[config.mk]
export PLATFORM = sky130hd
export DESIGN_NAME = pc_uart_router
export DESIGN_NICKNAME = d
export VERILOG_FILES = /design/src/rtl/pc_uart_router_pkg.sv /design/src/rtl/seq_matcher.sv /design/src/rtl/pc_uart_router.sv
export SDC_FILE = /design/constraint.sdc
export NUM_CORES = 1
export LEC_CHECK = 0
export BUFFER_PORTS_ARGS = -buffer_cell sky130_fd_sc_hd__buf_4
export CORE_UTILIZATION = 59
export CTS_BUF_LIST = sky130_fd_sc_hd__clkbuf_4 sky130_fd_sc_hd__clkbuf_8
export CTS_CLUSTER_SIZE = 30
export DETAILED_ROUTE_END_ITERATION = 16
export PLACE_DENSITY = 0.87
export SYNTH_ARGS = -nofsm -noshare
export SYNTH_HDL_FRONTEND = slang
export SYNTH_HIERARCHICAL = 1
export SYNTH_SLANG_ARGS = --single-unit
[constraint.sdc]
create_clock -name clk -period 5.9 [get_ports clk]
set_input_delay 1.18 -clock clk [delete_from_list [all_inputs] [get_ports clk]]
set_output_delay 1.18 -clock clk [all_outputs]
set_load 0.005 [all_outputs]
[src/rtl/pc_uart_router_pkg.sv]
// Shared types and constants for the PC UART router.
package pc_uart_router_pkg;

    // Router operating modes: local command parser, draining its response, bridge passthrough.
    typedef enum logic [1:0] {
        StCmd   = 2'd0,
        StDrain = 2'd1,
        StPass  = 2'd2
    } router_state_e;

    // "BLHE", first byte in the MSBs.
    localparam logic [31:0] DefaultEntrySeq = 32'h424C4845;

    // Number of clock cycles in the passthrough inactivity window.
    function automatic int unsigned idle_limit(input int unsigned clk_freq_hz,
                                               input int unsigned timeout_ms);
        return clk_freq_hz / 1000 * timeout_ms;
    endfunction

endpackage

[src/rtl/seq_matcher.sv]
// Watches a byte stream for a fixed 4-byte sequence and pulses match on its last byte.
module seq_matcher
    import pc_uart_router_pkg::*;
#(
    parameter logic [31:0] SEQ = DefaultEntrySeq
) (
    input  logic       clk,
    input  logic       rst,
    input  logic [7:0] data,
    input  logic       strobe,
    input  logic       clear,
    output logic       match
);

    logic [1:0] idx_q, idx_d;
    logic [7:0] exp_byte;
    logic       hit;

    // Select the byte expected at the current position and flag the final hit.
    always_comb begin
        case (idx_q)
            2'd0:    exp_byte = SEQ[31:24];
            2'd1:    exp_byte = SEQ[23:16];
            2'd2:    exp_byte = SEQ[15:8];
            default: exp_byte = SEQ[7:0];
        endcase
        hit   = (data == exp_byte);
        match = strobe && hit && (idx_q == 2'd3);
    end

    // Advance on a hit (3 wraps to 0 on the full match); a miss may itself restart the sequence.
    always_comb begin
        idx_d = idx_q;
        if (clear) begin
            idx_d = 2'd0;
        end else if (strobe) begin
            if (hit) begin
                idx_d = idx_q + 2'd1;
            end else begin
                idx_d = (data == SEQ[31:24]) ? 2'd1 : 2'd0;
            end
        end
    end

    // Position register.
    always_ff @(posedge clk) begin
        if (rst) begin
            idx_q <= 2'd0;
        end else begin
            idx_q <= idx_d;
        end
    end

endmodule

[src/rtl/pc_uart_router.sv]
// Shares one PC UART between the local command parser and the bridge, switching to
// passthrough on an entry sequence and back on inactivity or a software request.
module pc_uart_router
    import pc_uart_router_pkg::*;
#(
    parameter int unsigned CLK_FREQ_HZ     = 72_000_000,
    parameter int unsigned IDLE_TIMEOUT_MS = 5000,
    parameter logic [31:0] ENTRY_SEQ       = DefaultEntrySeq
) (
    input  logic       clk,
    input  logic       rst,
    input  logic [7:0] uart_rx_data,
    input  logic       uart_rx_valid,
    output logic [7:0] uart_tx_data,
    output logic       uart_tx_valid,
    input  logic       uart_tx_ready,
    output logic [7:0] cmd_rx_data,
    output logic       cmd_rx_valid,
    input  logic [7:0] cmd_tx_data,
    input  logic       cmd_tx_valid,
    output logic       cmd_tx_ready,
    output logic [7:0] br_rx_data,
    output logic       br_rx_valid,
    input  logic [7:0] br_tx_data,
    input  logic       br_tx_valid,
    output logic       br_tx_ready,
    input  logic       force_exit,
    output logic       bridge_enable,
    output logic       passthrough
);

    localparam int unsigned IdleLimit = idle_limit(CLK_FREQ_HZ, IDLE_TIMEOUT_MS);
    localparam int unsigned IdleW     = $clog2(IdleLimit) + 1;
    localparam logic [IdleW-1:0] IdleLast = IdleW'(IdleLimit - 1);

    router_state_e    state_q, state_d;
    logic [IdleW-1:0] idle_q, idle_d;
    logic [7:0]       rx_data_q;
    logic             cmd_rx_valid_q, br_rx_valid_q;
    logic             match, matcher_clear;
    logic             tx_stall, timeout, activity;

    // Bridge holding a byte the UART will not take yet; leaving now would strand it.
    assign tx_stall = br_tx_valid && !uart_tx_ready;
    // A byte arriving on the timeout cycle counts as activity and cancels the exit.
    assign timeout  = (idle_q >= IdleLast) && !uart_rx_valid;
    assign activity = uart_rx_valid || (br_tx_valid && uart_tx_ready);

    seq_matcher #(
        .SEQ (ENTRY_SEQ)
    ) u_seq_matcher (
        .clk    (clk),
        .rst    (rst),
        .data   (uart_rx_data),
        .strobe (uart_rx_valid && (state_q == StCmd)),
        .clear  (matcher_clear),
        .match  (match)
    );

    // State register.
    always_ff @(posedge clk) begin
        if (rst) begin
            state_q <= StCmd;
        end else begin
            state_q <= state_d;
        end
    end

    // Next-state logic; the TX mux only changes once no transfer is half-done.
    always_comb begin
        state_d       = state_q;
        matcher_clear = 1'b0;
        case (state_q)
            StCmd: begin
                if (match) state_d = StDrain;
            end
            StDrain: begin
                if (!cmd_tx_valid) state_d = StPass;
            end
            StPass: begin
                if ((force_exit || timeout) && !tx_stall) begin
                    state_d       = StCmd;
                    matcher_clear = 1'b1;
                end
            end
            default: state_d = StCmd;
        endcase
    end

    // TX mux and status outputs, decoded from the current state.
    always_comb begin
        uart_tx_valid = cmd_tx_valid;
        uart_tx_data  = cmd_tx_data;
        cmd_tx_ready  = uart_tx_ready;
        br_tx_ready   = 1'b0;
        passthrough   = 1'b0;
        bridge_enable = 1'b0;
        if (state_q == StPass) begin
            uart_tx_valid = br_tx_valid;
            uart_tx_data  = br_tx_data;
            cmd_tx_ready  = 1'b0;
            br_tx_ready   = uart_tx_ready;
            passthrough   = 1'b1;
            bridge_enable = 1'b1;
        end
    end

    // Idle counter: zero outside PASS (so entry starts at 0), saturating to avoid wrap while stalled.
    always_comb begin
        if (state_q != StPass || state_d != StPass || activity) begin
            idle_d = '0;
        end else if (idle_q != '1) begin
            idle_d = idle_q + IdleW'(1);
        end else begin
            idle_d = idle_q;
        end
    end

    // Idle counter register.
    always_ff @(posedge clk) begin
        if (rst) begin
            idle_q <= '0;
        end else begin
            idle_q <= idle_d;
        end
    end

    // RX steering: one register stage; bytes seen in DRAIN go nowhere.
    always_ff @(posedge clk) begin
        if (rst) begin
            cmd_rx_valid_q <= 1'b0;
            br_rx_valid_q  <= 1'b0;
            rx_data_q      <= 8'h00;
        end else begin
            cmd_rx_valid_q <= uart_rx_valid && (state_q == StCmd);
            br_rx_valid_q  <= uart_rx_valid && (state_q == StPass);
            if (uart_rx_valid) rx_data_q <= uart_rx_data;
        end
    end

    assign cmd_rx_valid = cmd_rx_valid_q;
    assign cmd_rx_data  = rx_data_q;
    assign br_rx_valid  = br_rx_valid_q;
    assign br_rx_data   = rx_data_q;

endmodule

* Word-level counts from Yosys, hierarchy flattened
Cells that the tools add are included.
Storage, ports and cells: flip-flop bits (word level) 44, bits in latches 0, bits in writable memories 0, ROM bits 0, input bits 31, output and inout bits 31, word-level logic and storage cells 52, memories kept 0
Cells by class: add/sub/neg operators 2, multiply operators 0, divide/modulo/power cells 0, order comparisons 1, eq/ne operators 10, shifts and indexed selects 0, muxes and demuxes 14, bitwise operators 0, reductions and logical operators 19
Operators with widths (number):
- $add 30x1->30 const B | 1
- $ge 30x29->1 const B | 1
- $ne 30x30->1 const B | 1
- $pmux 4 s3 | 1
- $eq 8x7->1 | 1
- $eq 8x7->1 const B | 1
- $logic_and 1x1->1 | 8
- $mux 2 | 4
- $mux 8 | 1
- $mux 1 | 7
- $eq 2x2->1 const B | 3
- $pmux 2 s3 | 1
- $eq 2x1->1 const B | 2
- $logic_not 2->1 | 2
- $logic_or 1x1->1 | 4
- $ne 2x2->1 const B | 2
- $reduce_or 2->1 | 2
- $logic_not 1->1 | 3
- $add 2x1->2 const B | 1

* Longest topological paths before layout
Gate-level depths: netlist of the first run.
depth after elaboration 11, gate-level depth with buffers 9

* Cells and area by module
Netlist of the first run, hierarchy kept.
Modules (own cells, without submodules):
- pc_uart_router | instances 1, cells each 281, area an instance 2262.2 um^2, sequential area each 840.8 um^2
- seq_matcher | instances 1, cells each 26, area an instance 241.5 um^2, sequential area each 40.0 um^2

* Worst setup path after synthesis of the first run
Ideal clock, no wire load.
kind input to register, start input uart_rx_valid, end register u_seq_matcher.idx_q[0], setup time 0.142 ns, data arrival time 2.847 ns, path slack 2.912 ns, stages on the path 7, buffers on the path 0, cell sequence or4b_1 a2111oi_2 or3b_1 a31oi_1 nor2_1 o21ai_0 a31oi_1
On the way: longest elaborated chain between the ends 7, elaborated cells on any way between the ends 8, those cells by class mux (2); reduce/logical (6)
RTL lines:
- start, declared | RTL line pc_uart_router.sv:13 | input logic uart_rx_valid,
- $logic_not 1->1 | RTL line pc_uart_router.sv:46 | assign timeout = (idle_q >= IdleLast) && !uart_rx_valid;
- $logic_and 1x1->1 | RTL line pc_uart_router.sv:46
- $logic_or 1x1->1 | RTL line pc_uart_router.sv:81 | if ((force_exit || timeout) && !tx_stall) begin
- $logic_and 1x1->1 | RTL line pc_uart_router.sv:81
- $mux 1 | RTL line pc_uart_router.sv:81
- $mux 1 | RTL line pc_uart_router.sv:73 | case (state_q)
- via matcher_clear | RTL line pc_uart_router.sv:40 | logic match, matcher_clear;
- $reduce_or 2->1 (no line)
- end signal, assigned | RTL line seq_matcher.sv:50 | idx_q <= idx_d;
- end, declared | RTL line seq_matcher.sv:15 | logic [1:0] idx_q, idx_d;
The timed path passes the listed nets, and every way through them passes these cells. A chain may end at the register's enable or synchronous reset.

* Final worst setup path of the first run
start input uart_rx_valid, end register idle_q[29]
On the way: longest elaborated chain between the ends 10, elaborated cells on any way between the ends 15, those cells by class eq/ne (1); mux (3); reduce/logical (11)
RTL lines:
- $logic_not 1->1 | RTL line pc_uart_router.sv:46
- $logic_and 1x1->1 | RTL line pc_uart_router.sv:46
- $logic_or 1x1->1 | RTL line pc_uart_router.sv:81
- $logic_and 1x1->1 | RTL line pc_uart_router.sv:81
- $mux 2 | RTL line pc_uart_router.sv:81
- $pmux 2 s3 | RTL line pc_uart_router.sv:73
- $ne 2x2->1 | RTL line pc_uart_router.sv:110 | if (state_q != StPass || state_d != StPass || activity) begin
- $logic_or 1x1->1 | RTL line pc_uart_router.sv:110
- $logic_or 1x1->1 * | RTL line pc_uart_router.sv:110
- $reduce_or 2->1 (no line) *
- end signal, assigned | RTL line pc_uart_router.sv:124 | idle_q <= idle_d;
- end, declared | RTL line pc_uart_router.sv:37 | logic [IdleW-1:0] idle_q, idle_d;
Mark *: on every way between the ends. The rest lies on a longest branch, timed or not.

==> reports/qor.json, run 1 <==
{
  "synth.cells.most_frequent": "sky130_fd_sc_hd__dfxtp_1 (44), sky130_fd_sc_hd__nand2_1 (38), sky130_fd_sc_hd__nor2_1 (29)",
  "total_power_uw": 559,
  "floorplan.io_pins": 62,
  "die_h_um": 67.1,
  "routed_wire_length_per_instance_um": 14.0,
  "setup_slack_ns": 2.78,
  "maxCapViolations": 0,
  "final_worst_path_period_share": 0.528,
  "critical_path.max_fanout": 30,
  "hold_bufs_inserted_after_cts": 0,
  "synth-edff-count": 0,
  "final-instance-count-excl-fill": 405,
  "detail_route.drc_violations": 0,
  "synth.avg_cell_area_um2": 8.16,
  "synth_cells": 307,
  "critPathRequiredTime_ns": 6.06,
  "synthMostInstantiatedCell": "sky130_fd_sc_hd__dfxtp_1",
  "worst-r2r-setup-slack_ns": 3.42,
  "combinational_family_with_the_most_area_after_synthesis": "simple AND/OR/NAND/NOR gates",
  "htreeDepth": 2,
  "place_ws_ns": 2.46,
  "clkLatencyLatePin_ns": 0.30,
  "post_dp_cell_area_um2": 2890,
  "type_of_the_worst_min_delay_path": "reg2reg",
  "cts_setup_buffers": 0,
  "clkTransAtPathRegs_ns": 0.08,
  "hpwlAfterDp_mm": 4.18,
  "critPathCapture": "idle_q[29]$_SDFFE_PP0P_",
  "logic_depth_of_the_worst_register_to_register_path": 5,
  "final_cell_area_um2": 2980,
  "timing.rr.end": "idle_q[6]$_SDFFE_PP0P_",
  "initial_antenna_violation_count": 0,
  "synth_area_leaders": "sky130_fd_sc_hd__dfxtp_1 (35%), sky130_fd_sc_hd__nand2_1 (5.7%), sky130_fd_sc_hd__xnor2_1 (4.5%), sky130_fd_sc_hd__mux2i_1 (4.4%), sky130_fd_sc_hd__nor2_1 (4.3%)",
  "setup_violations": 0,
  "initialDrtViolationCount": 119,
  "fp.coreArea_um2": 4030,
  "yosys.area_share.xor_xnor": 0.0525,
  "drt_pass1_iterations": 4,
  "rsz0062_at_grt": "no",
  "yosys.area.top_type": "sky130_fd_sc_hd__dfxtp_1",
  "inserted_clock_buffers": 5,
  "post_synth_and_or_nand_nor_area_fraction": 0.304,
  "seq_area_frac_synth": 0.352,
  "final_hold_violations": 0,
  "timing.rr.start": "state_q[0]$_SDFF_PP0_",
  "drt.antenna.violating_nets": 0,
  "die-width_um": 67.1,
  "fin_tns_setup_ns": 0,
  "remaining_global_route_overflow": 0,
  "cts_tree": "yes",
  "wl_met1_mm": 2.29,
  "clock_sinks": 44,
  "synth_compound_gate_area_share": 0.146,
  "detail_route.vias_per_cell": 5.98,
  "power_leakage_uw": 0.00108,
  "cts_resized": 0,
  "cts-root-buf": "sky130_fd_sc_hd__clkbuf_8",
  "achievable_clock_frequency_mhz": 321,
  "post_route_cells_drive_above_1_share": 0.223,
  "synth_top_area_frac": 0.352,
  "result_of_the_run": "complete, no violations",
  "dr.max_layer_used": "met4",
  "finalNetCount": 390,
  "die-area_um2": 4510,
  "synth.area.mux_share": 0.0440,
  "place.detailed.instances": 397,
  "met3RoutedLength_um": 369,
  "startpoint": "uart_rx_valid",
  "maxSlewHeadroom": 0.473,
  "mappedNetlistNets": 343,
  "ys.flop_type": "sky130_fd_sc_hd__dfxtp_1",
  "ys_warn_count": 6,
  "cp_endpoint_kind": "flop",
  "grt_first_pass_wirelength_mm": 9.02,
  "synth_unique_cells": 49,
  "worstMarginPinSlew_ns": 0.789,
  "critPathKind": "in2reg",
  "number_of_placement_rows": 23,
  "grt_max_degree": 31,
  "place.gp.congestion": 0.843,
  "worst-endpoint-arrival_ns": 3.28,
  "vdd_drop_max_mv": 0.146,
  "final_max_slew_viol_count": 0,
  "cellPowerDensity_nw_per_um2": 187,
  "yosys_register_bits": 44,
  "cell_area_after_synthesis_um2": 2500,
  "detailed_route_via_count": 2422,
  "syn2layout_area_growth_pct": 19.2,
  "start_util": 0.621,
  "number_of_global_route_vias_before_repair": 2154,
  "synth_adder_area_share": 0.0250,
  "critical_path.startpoint_type": "primary input",
  "buffer_ports.inserted": 61,
  "postRouteWirelength_mm": 5.68,
  "global_route.usage.total": 0.264,
  "post-route-min-period_ns": 3.12,
  "diodes": 0,
  "post_route_skew_ns": 0.00500,
  "met2RoutedLength_mm": 2.86,
  "synth_async_sr_flop_share": 0,
  "clock_tree.buffer_depth": 2
}
## worst max-delay path, stage by stage
cell and delay [ns]:
sky130_fd_sc_hd__buf_4 0.17, sky130_fd_sc_hd__or4b_1 0.54, sky130_fd_sc_hd__a2111oi_2 0.36, sky130_fd_sc_hd__or3b_1 0.43, sky130_fd_sc_hd__nand4_2 0.48, sky130_fd_sc_hd__nor2_1 0.11
## layout make-up
class	instances	area, µm²
clock inverters	1	7.51
flip-flops and latches	44	881
well taps	50	62.6
clock buffers	7	90.1
fillers	326	1040
repair buffers	62	465
multi-input cells	229	1430
inverters	12	45.0
## worst min-delay path by stage
| stage | startpoint | to | cells after the start |
|---|---|---|---|
| finish | state_q[0]$_SDFF_PP0_ | cmd_rx_valid$_SDFF_PP0_ | 1 |
| global placement | idle_q[5]$_SDFFE_PP0P_ | idle_q[5]$_SDFFE_PP0P_ | 2 |
| detailed placement | idle_q[5]$_SDFFE_PP0P_ | idle_q[5]$_SDFFE_PP0P_ | 2 |
| CTS | idle_q[5]$_SDFFE_PP0P_ | idle_q[5]$_SDFFE_PP0P_ | 2 |
| global route | idle_q[5]$_SDFFE_PP0P_ | idle_q[5]$_SDFFE_PP0P_ | 2 |
| floorplan | state_q[0]$_SDFF_PP0_ | cmd_rx_valid$_SDFF_PP0_ | 1 |
## registers in the layout, indices dropped and copies added, names as in the netlist
name                 count
u_seq_matcher/idx_q      2
idle_q                  30
br_rx_data               8
state_q                  2
br_rx_valid              1
cmd_rx_valid             1
## placed cells by master (no fill, tap or decap), types with 6 or more instances in the layout
master and n:
sky130_fd_sc_hd__a21oi_1 16, sky130_fd_sc_hd__nor3_1 6, sky130_fd_sc_hd__clkbuf_8 6, sky130_fd_sc_hd__xnor2_1 13, sky130_fd_sc_hd__nand2_1 38, sky130_fd_sc_hd__nand4_1 7
sky130_fd_sc_hd__or3_1 13, sky130_fd_sc_hd__dfxtp_1 44, sky130_fd_sc_hd__mux2i_1 11, sky130_fd_sc_hd__nand3_1 13, sky130_fd_sc_hd__o21ai_0 15, sky130_fd_sc_hd__nor2_1 29
sky130_fd_sc_hd__buf_4 62, sky130_fd_sc_hd__nor4_1 9, sky130_fd_sc_hd__inv_1 11
## per-stage QoR
step	util	hold slack, ns
CTS	0.741	0.500
floorplan	-	0.459
global route	0.741	0.529
detailed placement	0.716	0.487
global placement	0.716	0.478
finish	0.741	0.500
## layer usage
| layer | up-vias | track usage |
|---|---|---|
| li1 | 1196 | - |
| met1 | 1126 | 0.286 |
| met4 | 0 | 0.144 |
| met5 | - | 0 |
| met2 | 82 | 0.468 |
| met3 | 18 | 0.0659 |
## power by group
group	internal, µW	switching [µW]	total, µW
combinational	32.8	21.5	54.3
sequential	301	3.09	304
clock	99.7	101	201
total	433	126	559
## cells by family (layout without fill, tap and decap cells)
group	Yosys count	count (layout)
XOR/XNOR	15	15
buffers and inverters	34	82
AND/OR/NAND/NOR	141	141
flip-flops	44	44
AO/OA/AOI/OAI	57	57
multiplexers	11	11
adder cells (fa/ha/maj)	5	5
Power figures use the tool's default switching activity.
==> run 2: changes to the inputs <==
CORE_UTILIZATION = 55   (was 59)
PLACE_DENSITY = 0.82   (was 0.87)
clock period = 3.23 ns   (was 5.9 ns; I/O delays follow)
==> run 2 against run 1 <==
Compared with the run above:
- sequential share of layout area is 0.38 points lower
- global-route usage fell by 1.8 points
- register-to-register slack got worse by 2.5 ns
- critical path depth unchanged
- clock skew increased by 0.0024 ns
- die area rose by 7.1%
==> reports/qor.json, run 2 (synthesis results as in run 1) <==
{
  "result_of_the_run": "complete, no violations",
  "final_max_slew_viol_count": {"value": 0, "change": "unchanged"},
  "routed_wire_length_per_instance": {"value": 14.0, "unit": "µm", "change": "-0.23%"},
  "cts_setup_buffers": {"value": 0, "change": "unchanged"},
  "max_stage_delay": {"value": 0.40, "unit": "ns", "change": "-0.14 ns"},
  "inserted_clock_buffers": {"value": 5, "change": "unchanged"},
  "place_ws": {"value": 0.437, "unit": "ns", "change": "-2.03 ns"},
  "achievable_clock_frequency_mhz": 393,
  "syn2layout_area_growth_pct": 20.7,
  "cts_resized": {"value": 0, "change": "unchanged"},
  "die_h": {"value": 69.5, "unit": "µm", "change": "+3.5%"},
  "hpwlAfterDp": {"value": 4.15, "unit": "mm", "change": "-0.61%"},
  "grt_max_degree": {"value": 31, "change": "unchanged"},
  "fp.coreArea": {"value": 4350, "unit": "µm²", "change": "+8.1%"},
  "place.gp.congestion": {"value": 0.860, "change": "+2.0%"},
  "drt.antenna.violating_nets": {"value": 0, "change": "unchanged"},
  "postRouteWirelength": {"value": 5.70, "unit": "mm", "change": "+0.51%"},
  "worstMarginPinSlew": {"value": 0.584, "unit": "ns", "change": "-0.206 ns"},
  "clock_sinks": {"value": 44, "change": "unchanged"},
  "detailed_route_via_count": {"value": 2367, "change": "-2.3%"},
  "post-route-min-period_ns": 2.55,
  "clkLatencyLatePin": {"value": 0.30, "unit": "ns", "change": "about the same"},
  "leading_cell_type_in_the_layout_fill_and_taps_excluded": "sky130_fd_sc_hd__buf_4",
  "largest_register_ff_count": {"value": 30, "change": "unchanged"},
  "die-area": {"value": 4830, "unit": "µm²", "change": "+7.1%"},
  "crit_slowest_cell": "sky130_fd_sc_hd__clkinv_1",
  "final_worst_path_period_share": 0.789,
  "crit_path_frequent_cell": "sky130_fd_sc_hd__nand2_1",
  "final_hold_violations": {"value": 0, "change": "unchanged"},
  "vdd_drop_max": {"value": 0.329, "unit": "mV", "change": "+130%"},
  "clock_tree.buffer_depth": {"value": 2, "change": "unchanged"},
  "buffer_ports.inserted": {"value": 61, "change": "unchanged"},
  "maxSlewHeadroom": {"value": 0.611, "change": "+0.138"},
  "place.detailed.instances": {"value": 400, "change": "+0.76%"},
  "type_of_the_worst_min_delay_path": "reg2reg",
  "cts-root-buf": "sky130_fd_sc_hd__clkbuf_8",
  "cts_tree": "yes",
  "finalNetCount": {"value": 391, "change": "+0.26%"},
  "setup_violations": {"value": 0, "change": "unchanged"},
  "grt_first_pass_wirelength": {"value": 9.72, "unit": "mm", "change": "+7.8%"},
  "timing.critical_path.cells": "inv_1, nand2_1, clkinv_1, nand2_1, nand2_1, buf_4",
  "detail_route.drc_violations": {"value": 0, "change": "unchanged"},
  "critical_path.max_fanout": {"value": 16, "change": "-47%"},
  "post_dp_cell_area": {"value": 2900, "unit": "µm²", "change": "+0.35%"},
  "fin_tns_setup": {"value": 0, "unit": "ns", "change": "unchanged"},
  "number_of_placement_rows": {"value": 24, "change": "+4.3%"},
  "fill_cells": {"value": 377, "change": "+16%"},
  "hold_bufs_inserted_after_cts": {"value": 0, "change": "unchanged"},
  "setup_slack": {"value": 0.683, "unit": "ns", "change": "-2.10 ns"},
  "worst-endpoint-arrival": {"value": 1.90, "unit": "ns", "change": "-1.38 ns"},
  "diodes": {"value": 0, "change": "unchanged"},
  "global_route.usage.total": {"value": 0.246, "change": "-0.0182"},
  "number_of_global_route_vias_before_repair": {"value": 2121, "change": "-1.5%"},
  "mostFrequentLayoutCells": "sky130_fd_sc_hd__buf_4 (63), sky130_fd_sc_hd__dfxtp_1 (44), sky130_fd_sc_hd__nand2_1 (38)",
  "clkTransAtPathRegs": {"value": 0.08, "unit": "ns", "change": "about the same"},
  "rsz0062_at_grt": "no",
  "regMostFlops": "idle_q",
  "htreeDepth": {"value": 2, "change": "unchanged"},
  "detail_route.vias_per_cell": {"value": 5.80, "change": "-3.0%"},
  "initial_antenna_violation_count": {"value": 0, "change": "unchanged"},
  "post_route_skew": {"value": 0.00745, "unit": "ns", "change": "+0.00245 ns"},
  "maxCapViolations": {"value": 0, "change": "unchanged"},
  "critPathKind": "reg2out",
  "critPathRequiredTime": {"value": 2.58, "unit": "ns", "change": "-3.48 ns"},
  "cellPowerDensity": {"value": 369, "unit": "nW/µm²", "change": "+97%"},
  "start_util": {"value": 0.575, "change": "-0.0464"},
  "floorplan.io_pins": {"value": 62, "change": "unchanged"},
  "final-instance-count-excl-fill": {"value": 408, "change": "+0.74%"},
  "power_leakage": {"value": 0.00111, "unit": "µW", "change": "+1.9%"},
  "drt_pass1_iterations": {"value": 4, "change": "unchanged"},
  "remaining_global_route_overflow": {"value": 0, "change": "unchanged"},
  "critical_path.startpoint_type": "flop",
  "die-width": {"value": 69.5, "unit": "µm", "change": "+3.5%"},
  "post_route_cells_drive_above_1_share": {"value": 0.225, "change": "+0.00218"},
  "final_cell_area": {"value": 3020, "unit": "µm²", "change": "+1.3%"},
  "cp_endpoint_kind": "output port",
  "initialDrtViolationCount": {"value": 122, "change": "+2.5%"}
}
run 2: cell count changes in the layout (fill, tap and decap cells not counted):
cell                         previous run  this run
sky130_fd_sc_hd__clkbuf_8               6         7
sky130_fd_sc_hd__clkbuf_4               1         0
sky130_fd_sc_hd__bufinv_16              0         1
sky130_fd_sc_hd__buf_4                 62        63
sky130_fd_sc_hd__clkinvlp_4             1         0
run 2: worst paths after layout:
check        slack, ns               startpoint                      to  cells after the start
min reg2reg       0.50   idle_q[5]$_SDFFE_PP0P_  idle_q[5]$_SDFFE_PP0P_                      2
max               0.68    state_q[0]$_SDFF_PP0_         uart_tx_data[6]                      6
max reg2reg       0.88  idle_q[26]$_SDFFE_PP0P_  idle_q[3]$_SDFFE_PP0P_                      6
min               0.50   idle_q[5]$_SDFFE_PP0P_  idle_q[5]$_SDFFE_PP0P_                      2
run 2: critical path: cells and delay by family (launching register included):
kind / cells / cell delay, ns
buf+inv: 3 / 0.60
flops: 1 / 0.39
simple gates: 3 / 0.60
run 2: per-layer routing:
metal	vias up	global-route usage	wire (µm)
met5	-	0	0
met4	0	0.0930	104
met3	12	0.0523	296
met2	63	0.414	2800
met1	1097	0.307	2500
li1	1195	-	-
run 2: power breakdown:
part           internal, µW  leakage, µW  switching, µW
combinational          60.0     0.000684           39.8
clock                   273    0.0000645            187
sequential              549     0.000356           5.74
total                   882      0.00111            232
run 2: final cells by class:
type / instances / area [µm²] / area share
clock inverters: 1 / 30.0 / 0.00993
repair buffers: 63 / 473 / 0.156
well taps: 52 / 65.1 / 0.0215
multi-input cells: 229 / 1430 / 0.474
clock buffers: 7 / 96.3 / 0.0319
inverters: 12 / 45.0 / 0.0149
flip-flops and latches: 44 / 881 / 0.291
run 2: through the flow:
step | hold WS, ns | util | power [µW]
final | 0.500 | 0.694 | 1110
after global routing | 0.538 | 0.694 | 1150
after CTS | 0.500 | 0.694 | 1120
after detailed placement | 0.489 | 0.665 | 668
after global placement | 0.484 | 0.665 | 665
after floorplan | 0.459 | - | 608
